### config.mk
export PLATFORM = sky130hd
export DESIGN_NAME = cla_seq_accumulator
export DESIGN_NICKNAME = d
export VERILOG_FILES = /design/src/rtl/cla_seq_accumulator_pkg.sv /design/src/rtl/cla_seq_accumulator_cla_adder.sv /design/src/rtl/cla_seq_accumulator.sv
export SDC_FILE = /design/constraint.sdc
export NUM_CORES = 1
export LEC_CHECK = 0
export ABC_AREA = 1
export BUFFER_PORTS_ARGS = -buffer_cell sky130_fd_sc_hd__buf_2
export CAP_MARGIN = 20
export CORE_ASPECT_RATIO = 0.9
export CORE_MARGIN = 2
export CORE_UTILIZATION = 55
export DETAILED_ROUTE_END_ITERATION = 10
export PLACE_DENSITY = 0.89
export SETUP_SLACK_MARGIN = 0.3
export SYNTH_ARGS = -nofsm -noshare
export SYNTH_HDL_FRONTEND = slang
export SYNTH_HIERARCHICAL = 1
export SYNTH_SLANG_ARGS = --single-unit
### constraint.sdc
create_clock -name clk -period 4.1 [get_ports clk]
set_input_delay 1.025 -clock clk [delete_from_list [all_inputs] [get_ports clk]]
set_output_delay 1.025 -clock clk [all_outputs]
set_load 0.005 [all_outputs]
### src/rtl/cla_seq_accumulator_pkg.sv
// Shared constants for the sequential carry-lookahead accumulator.
//   - FSM state encodings (3 bits, legacy-compatible localparams)
//   - clog2_f: elaboration-time ceiling log2 used to size op_count
package cla_seq_accumulator_pkg;

  localparam logic [2:0] S_IDLE    = 3'd0;
  localparam logic [2:0] S_CLEAR   = 3'd1;
  localparam logic [2:0] S_WAIT_OP = 3'd2;
  localparam logic [2:0] S_ADD     = 3'd3;
  localparam logic [2:0] S_DONE    = 3'd4;

  function automatic int clog2_f(input int v);
    int r;
    r = 0;
    while ((1 << r) < v) r++;
    return r;
  endfunction

endpackage

### src/rtl/cla_seq_accumulator_cla_adder.sv
// Blocked carry-lookahead adder (purely combinational).
//   a, b  : WIDTH-bit addends
//   cin   : carry into bit 0
//   s     : WIDTH-bit sum (mod 2^WIDTH)
//   cout  : carry out of the MSB
// Bits are grouped CLA_BLOCK at a time. Each group produces a group
// generate/propagate; group carries are formed in sum-of-products
// lookahead form from those, and bits inside a group take their carry
// from the group carry-in.
module cla_adder
  import cla_seq_accumulator_pkg::*;
#(
  parameter int WIDTH     = 16,
  parameter int CLA_BLOCK = 4
) (
  input  logic [WIDTH-1:0] a,
  input  logic [WIDTH-1:0] b,
  input  logic             cin,
  output logic [WIDTH-1:0] s,
  output logic             cout
);

  localparam int NG = WIDTH / CLA_BLOCK;

  logic [WIDTH-1:0] g;
  logic [WIDTH-1:0] p;
  logic [NG-1:0]    gg;
  logic [NG-1:0]    gp;
  logic [NG:0]      gc;
  logic             t;
  logic             cb;

  always_comb begin
    g  = a & b;
    p  = a ^ b;
    gg = '0;
    gp = '0;
    gc = '0;
    s  = '0;
    t  = 1'b0;
    cb = 1'b0;

    for (int k = 0; k < NG; k++) begin
      gg[k] = 1'b0;
      gp[k] = 1'b1;
      for (int i = 0; i < CLA_BLOCK; i++) begin
        gg[k] = g[k*CLA_BLOCK+i] | (p[k*CLA_BLOCK+i] & gg[k]);
        gp[k] = gp[k] & p[k*CLA_BLOCK+i];
      end
    end

    // Group carry k+1 = OR over j<=k of (gg[j] & gp[j+1..k]) | (cin & gp[0..k])
    gc[0] = cin;
    for (int k = 0; k < NG; k++) begin
      t = cin;
      for (int m = 0; m <= k; m++) t = t & gp[m];
      gc[k+1] = t;
      for (int j = 0; j <= k; j++) begin
        t = gg[j];
        for (int m = j + 1; m <= k; m++) t = t & gp[m];
        gc[k+1] = gc[k+1] | t;
      end
    end

    for (int k = 0; k < NG; k++) begin
      cb = gc[k];
      for (int i = 0; i < CLA_BLOCK; i++) begin
        s[k*CLA_BLOCK+i] = p[k*CLA_BLOCK+i] ^ cb;
        cb = g[k*CLA_BLOCK+i] | (p[k*CLA_BLOCK+i] & cb);
      end
    end

    cout = gc[NG];
  end

endmodule

### src/rtl/cla_seq_accumulator.sv
// Sequential accumulator: sums NUM_OPS operands taken one per valid/ready
// transfer, each added or subtracted through a blocked CLA adder.
//   clk, rst   : clock, synchronous active-high reset
//   start      : begin a run (only honoured in IDLE)
//   in_valid   : operand present on in_data / in_sub
//   in_data    : operand value
//   in_sub     : 1 = subtract operand, 0 = add
//   in_ready   : operand accepted this cycle when in_valid is also high
//   busy       : run in progress (CLEAR, WAIT_OP, ADD)
//   done       : one-cycle pulse, sum/carry_err are final
//   sum        : accumulator (mod 2^WIDTH)
//   carry_err  : sticky, any add carried out or any subtract borrowed
//   op_count   : operands accumulated so far in this run
module cla_seq_accumulator
  import cla_seq_accumulator_pkg::*;
#(
  parameter int WIDTH     = 16,
  parameter int NUM_OPS   = 4,
  parameter int CLA_BLOCK = 4
) (
  input  logic                               clk,
  input  logic                               rst,
  input  logic                               start,
  input  logic                               in_valid,
  input  logic [WIDTH-1:0]                   in_data,
  input  logic                               in_sub,
  output logic                               in_ready,
  output logic                               busy,
  output logic                               done,
  output logic [WIDTH-1:0]                   sum,
  output logic                               carry_err,
  output logic [clog2_f(NUM_OPS+1)-1:0]      op_count
);

  localparam int CNT_W = clog2_f(NUM_OPS + 1);
  localparam logic [CNT_W-1:0] LAST_OP = CNT_W'(NUM_OPS - 1);

  logic [2:0]       state;
  logic [WIDTH-1:0] b_reg;
  logic             sub_reg;
  logic [WIDTH-1:0] b_eff;
  logic [WIDTH-1:0] add_s;
  logic             add_co;

  // Subtract is acc + ~b + 1: invert the operand and feed sub_reg as carry-in.
  assign b_eff = sub_reg ? ~b_reg : b_reg;

  cla_adder #(
    .WIDTH    (WIDTH),
    .CLA_BLOCK(CLA_BLOCK)
  ) u_cla_adder (
    .a   (sum),
    .b   (b_eff),
    .cin (sub_reg),
    .s   (add_s),
    .cout(add_co)
  );

  always_ff @(posedge clk) begin
    if (rst) begin
      state     <= S_IDLE;
      sum       <= '0;
      carry_err <= 1'b0;
      op_count  <= '0;
      b_reg     <= '0;
      sub_reg   <= 1'b0;
    end else begin
      case (state)
        S_IDLE: begin
          if (start) state <= S_CLEAR;
        end
        S_CLEAR: begin
          sum       <= '0;
          op_count  <= '0;
          carry_err <= 1'b0;
          state     <= S_WAIT_OP;
        end
        S_WAIT_OP: begin
          if (in_valid) begin
            b_reg   <= in_data;
            sub_reg <= in_sub;
            state   <= S_ADD;
          end
        end
        S_ADD: begin
          sum       <= add_s;
          // Add flags a carry out; subtract flags a borrow (no carry out).
          carry_err <= carry_err | (add_co ^ sub_reg);
          op_count  <= op_count + CNT_W'(1);
          state     <= (op_count == LAST_OP) ? S_DONE : S_WAIT_OP;
        end
        S_DONE: begin
          state <= S_IDLE;
        end
        default: begin
          state <= S_IDLE;
        end
      endcase
    end
  end

  always_comb begin
    in_ready = (state == S_WAIT_OP);
    busy     = (state == S_CLEAR) || (state == S_WAIT_OP) || (state == S_ADD);
    done     = (state == S_DONE);
  end

endmodule

======== Yosys cells after proc, flatten, opt, wreduce, memory -nomap -nowiden ========
Cells that the tools add are included.
word-level totals
  register bits ........................... 40
  input port bits ......................... 21
  output and inout port bits .............. 23
  logic and storage cells ................. 129
operators by class
  add/sub/neg operators ................... 1
  eq/ne operators ......................... 7
  muxes and demuxes ....................... 8
  bitwise logic cells ..................... 101
  reduce and logical (&&, ||, !) cells .... 6
operator list
  cell                                                              number
  1-bit AND                                                         46
  1-bit bitwise OR                                                  35
  16-bit one-hot mux with 2 select lines                            1
  1-bit XOR                                                         17
  16-bit AND                                                        1
  16-bit 2-to-1 mux                                                 1
  16-bit NOT                                                        1
  16-bit XOR                                                        1
  3-bit one-hot mux with 4 select lines                             1
  3-bit by 2-bit == test with 1-bit output (second input constant)  3
  3-bit 2-to-1 mux                                                  3
  3-bit one-hot mux with 2 select lines                             1
  2-bit inequality test (second input constant)                     2
  2-bit AND reduction                                               2
  3-bit by 1-bit adder with 3-bit output (second input constant)    1
  3-bit by 1-bit == test with 1-bit output (second input constant)  1
  3-bit == test (second input constant)                             1
  3-bit zero test                                                   1
  1-bit logical OR                                                  2
  1-bit one-hot mux with 2 select lines                             1
  2-bit nonzero test                                                1

======== Depth between registers and ports, before layout ========
  depth after elaboration ................. 22
  depth in mapped cells ................... 18
  mapped depth without buffers ............ 17

======== By module ========
The synthesis kept the hierarchy.
modules (own cells, without submodules)
  module               instances  cells an instance  area an instance (um^2)  seq. area each (um^2)
  cla_seq_accumulator  1          279                1935.6                   800.8
  cla_adder            1          80                 688.2                    0.0

======== Worst setup path before layout ========
Ideal clock, no wire load.
  kind .................................... reg2reg
  from .................................... register sub_reg
  to ...................................... register sum[15]
  setup time .............................. 132 ps
  data arrival time ....................... 3134 ps
  required time ........................... 3968 ps
  slack ................................... 834 ps
  cell stages (with the launch flop) ...... 17
  path buffers ............................ 2
  clock period less this slack ............ 3266 ps
  cell sequence ........................... dfxtp_1 > buf_2 > buf_2 > xor2_1 > ha_1 > nand2_1 > nand2_4 > nand2_1 > a21oi_1 > nor2_1 > nand2_1 > fa_1 > fa_1 > fa_1 > xor2_1 > nand2_1 > a21oi_1
on the way
  elaborated cells on any way between the ends .. 47
  those cells by class .................... mux (2); bitwise (45)
RTL lines
  what                                        RTL line                             source
  from (decl)                                 cla_seq_accumulator.sv:40            logic sub_reg;
  from (signal assigned)                      cla_seq_accumulator.sv:81            sub_reg <= in_sub;
  16-bit 2-to-1 mux (*)                       cla_seq_accumulator.sv:46            assign b_eff = sub_reg ? ~b_reg : b_reg;
  net b_eff[5]                                cla_seq_accumulator.sv:41            logic [WIDTH-1:0] b_eff;
  16-bit XOR                                  cla_seq_accumulator_cla_adder.sv:35  p = a ^ b;
  1-bit AND                                   cla_seq_accumulator_cla_adder.sv:47  gg[k] = g[k*CLA_BLOCK+i] | (p[k*CLA_BLOCK+i] & gg[k]);
  1-bit bitwise OR                            cla_seq_accumulator_cla_adder.sv:47
  1-bit AND                                   cla_seq_accumulator_cla_adder.sv:47
  1-bit bitwise OR                            cla_seq_accumulator_cla_adder.sv:47
  1-bit AND                                   cla_seq_accumulator_cla_adder.sv:47
  (+5 left out)                               --
  1-bit bitwise OR (*)                        cla_seq_accumulator_cla_adder.sv:69  cb = g[k*CLA_BLOCK+i] | (p[k*CLA_BLOCK+i] & cb);
  1-bit AND (*)                               cla_seq_accumulator_cla_adder.sv:69
  1-bit bitwise OR (*)                        cla_seq_accumulator_cla_adder.sv:69
  1-bit AND (*)                               cla_seq_accumulator_cla_adder.sv:69
  1-bit bitwise OR (*)                        cla_seq_accumulator_cla_adder.sv:69
  1-bit XOR (*)                               cla_seq_accumulator_cla_adder.sv:68  s[k*CLA_BLOCK+i] = p[k*CLA_BLOCK+i] ^ cb;
  net add_s[15]                               cla_seq_accumulator.sv:42            logic [WIDTH-1:0] add_s;
  16-bit one-hot mux with 2 select lines (*)  cla_seq_accumulator.sv:68            case (state)
  to (signal assigned)                        cla_seq_accumulator.sv:86            sum <= add_s;
  to (decl)                                   cla_seq_accumulator.sv:30            output logic [WIDTH-1:0] sum,
Mark *: on every way through the listed nets, which the timed path passes. The rest lies on a longest branch.
A chain may end at the register's enable or synchronous reset.

======== Worst setup path in the final report ========
  from .................................... register sub_reg
  to ...................................... register sum[11]
Same word-level chain as after synthesis.

==> out/qor.yml <==
drv_slew: 0
critPathLaunch: "sub_reg"
cts-root-buf: "clkbuf_8"
swShare_pct: 27.46
peakVddDrop_mv: 0.2331
yosys_warnings: 6
async_reset_ff_share_pct: 0
num_antenna_cells: 0
clock_path_buffers: 2
finalCriticalPeriod_ns: 3.467
drv_cap: 0
dp_cells: 450
synth_seq_cells: 40
n_fill_cell: 402
overflow: 0
syn_area_um2: 2624
fin_cells: 458
htreeDepth: 2
clock_latency_ns: 0.30
p_int_mw: 0.6473
r2r_start: "sub_reg"
worst_clock_skew_ns: 0.006793
synth_fp_nets: 410
track_usage_pct: 22.37
cp.arrival_ns: 3.69
finalCritPeriodShare_pct: 84.55
p_comb_share_pct: 14.2
fin_tns_setup_ns: 0
fp.dieW_um: 76.81
first_pass_iters: 4
r2r_slack_ns: 0.63
crit_fanout: 20
path_class: "flop to flop"
netSwitchingPower_mw: 0.2451
clock.fmax_ghz: 0.2885
leakagePower_nw: 1.674
start_util_pct: 58.07
nets: 446
ff2ff_path_depth: 16
drt_iter0_drc: 81
relSlewSlack_pct: 47.28
worst_setup_path_start_kind: "flop"
clock_power_share_pct: 38.8
hpwl_um: 4004
hold_class: "flop to flop"
synth.avg_cell_area_um2: 7.309
syn_to_final_growth_pct: 12.64
synth_most_common_cell: "nand2_1"
synth.top_cell.area_share_pct: 30.52
post-cts-setup-buffers: 0
ys_top_cells_by_area: "dfxtp_1 31%, nand2_1 14%, inv_1 10%"
num_rows: 23
dieArea_um2: 5340
hold_slack_ns: 0.4923
yosysTopAreaCell: "dfxtp_1"
seqPwrFrac_pct: 47.0
numCtsBuffers: 5
placeableCoreArea_um2: 4518
vias_per_cell: 4.884
setup.worst_path.end: "sum[11]"
rsz0062_at_grt: "no"
seq_area_frac_synth_pct: 30.52
r2r_end: "sum[11]"
drive_gt1_share_pct: 14.65
finalCoreUtilization_pct: 65.41
grt_pass1_wl_um: 9597
first_global_vias: 2211
synth_cells: 359
drc: 0
die_h_um: 69.53
yosysUniqueCellTypes: 26
cts_resized: 0
wl_per_cell_um: 12.00
crit_path_end_kind: "flop"
antenna_found_initial: 0
powerDensity_nw_per_um2: 302.0
status: "finished clean"
cts.clk_slew.worst_paths_ns: 0.08
ant_nets: 0
cp_data_required_time_ns: 4.33
grt_max_degree: 23
vias: 2237
worstMarginPinSlew_ns: 0.7897
synth_common_cells: "97 x nand2_1, 72 x inv_1, 40 x dfxtp_1"
globalplace.congestion: 0.8658
drt_wl_total_um: 5497
clock_sinks: 40
p_total_mw: 0.8924
io_pins: 44
ys.flop_type: "dfxtp_1"
cts_tree: "yes"
numPortBuffers: 43
hold_buffers: 0
synth_edf_count: 0
hold_violations: 0
setup_violations: 0
==> routing by layer <==
layer / GRT usage [%] / routed length [um] / vias to the layer above / share of wire, %
met5: 0 / 0 / - / 0
met4: 10.71 / 110 / 0 / 2.0
met3: 4.167 / 301 / 11 / 5.5
met2: 37.43 / 2520 / 68 / 46
met1: 27.79 / 2564 / 996 / 47
li1: - / - / 1162 / -
==> power by group through the flow <==
stage	sequential, mW	clock (mW)	combinational [mW]
finish	0.419	0.347	0.127
global route	0.421	0.370	0.147
CTS	0.419	0.353	0.128
detailed placement	0.428	0	0.126
global placement	0.427	0	0.120
floorplan	0.418	0	0.104
==> placed cells by master (no fill, tap or decap), drive strengths merged <==
master and instances:
nand2 99, inv 73, buf 43, dfxtp 40, nor2 26, a21oi 23, xor2 20, nand4 18
ha 18, fa 12, clkbuf 6, nand3 5, o21ai 3, nor3 2, nand3b 2, clkinv 2
a211oi 1, bufinv 1, and3 1, o21a 1
==> worst max-delay path, stage by stage (launching register included) <==
cell	delay, ns
dfxtp_2	0.65
xor2_1	0.32
ha_1	0.31
nand2_1	0.10
nand2_1	0.07
nand2_1	0.06
nand2_1	0.05
nand2_1	0.07
nand2_2	0.08
nand2_1	0.06
nand3_1	0.10
fa_1	0.40
fa_1	0.39
fa_1	0.38
xor2_1	0.15
nand2_1	0.07
a21oi_1	0.14
==> through the flow <==
| stage | setup WS (ns) | cell area, um^2 |
|---|---|---|
| 2_1_floorplan | 0.8340 | 2624 |
| 3_3_place_gp | 0.5377 | 2833 |
| 3_5_place_dp | 0.3914 | 2833 |
| 4_1_cts | 0.3526 | 2954 |
| 5_1_grt | 0.4338 | 2955 |
| 6_report | 0.6334 | 2955 |
==> worst min path at each step <==
| stage | end | depth (start not counted) | slack [ns] | start |
|---|---|---|---|---|
| 3_3_place_gp | op_count[1] | 2 | 0.47 | op_count[1] |
| 5_1_grt | op_count[1] | 2 | 0.52 | op_count[1] |
| 3_5_place_dp | op_count[1] | 2 | 0.48 | op_count[1] |
| 6_report | op_count[1] | 2 | 0.49 | op_count[1] |
| 2_1_floorplan | op_count[2] | 2 | 0.47 | op_count[2] |
| 4_1_cts | op_count[1] | 2 | 0.49 | op_count[1] |
==> logic make-up after synthesis <==
family	Yosys count	share of synthesized area, %
buffers and inverters	88	13.78
xor gates and xnor gates	20	6.676
DFF	40	30.52
adders and majority gates	30	17.74
and+or+nand+nor	153	25.75
AOI/OAI and AO/OA	28	5.532
==> cell type report <==
| class | count | area [um^2] | area share [%] |
|---|---|---|---|
| Inverter | 74 | 277.8 | 9.399 |
| Clock buffer | 6 | 82.58 | 2.794 |
| Timing Repair Buffer | 43 | 215.2 | 7.282 |
| Tap cell | 62 | 77.57 | 2.625 |
| Sequential cell | 40 | 802.0 | 27.14 |
| Clock inverter | 2 | 38.79 | 1.312 |
| Multi-Input combinational cell | 231 | 1461 | 49.45 |
Note: power is estimated with default switching activity, not from simulation.
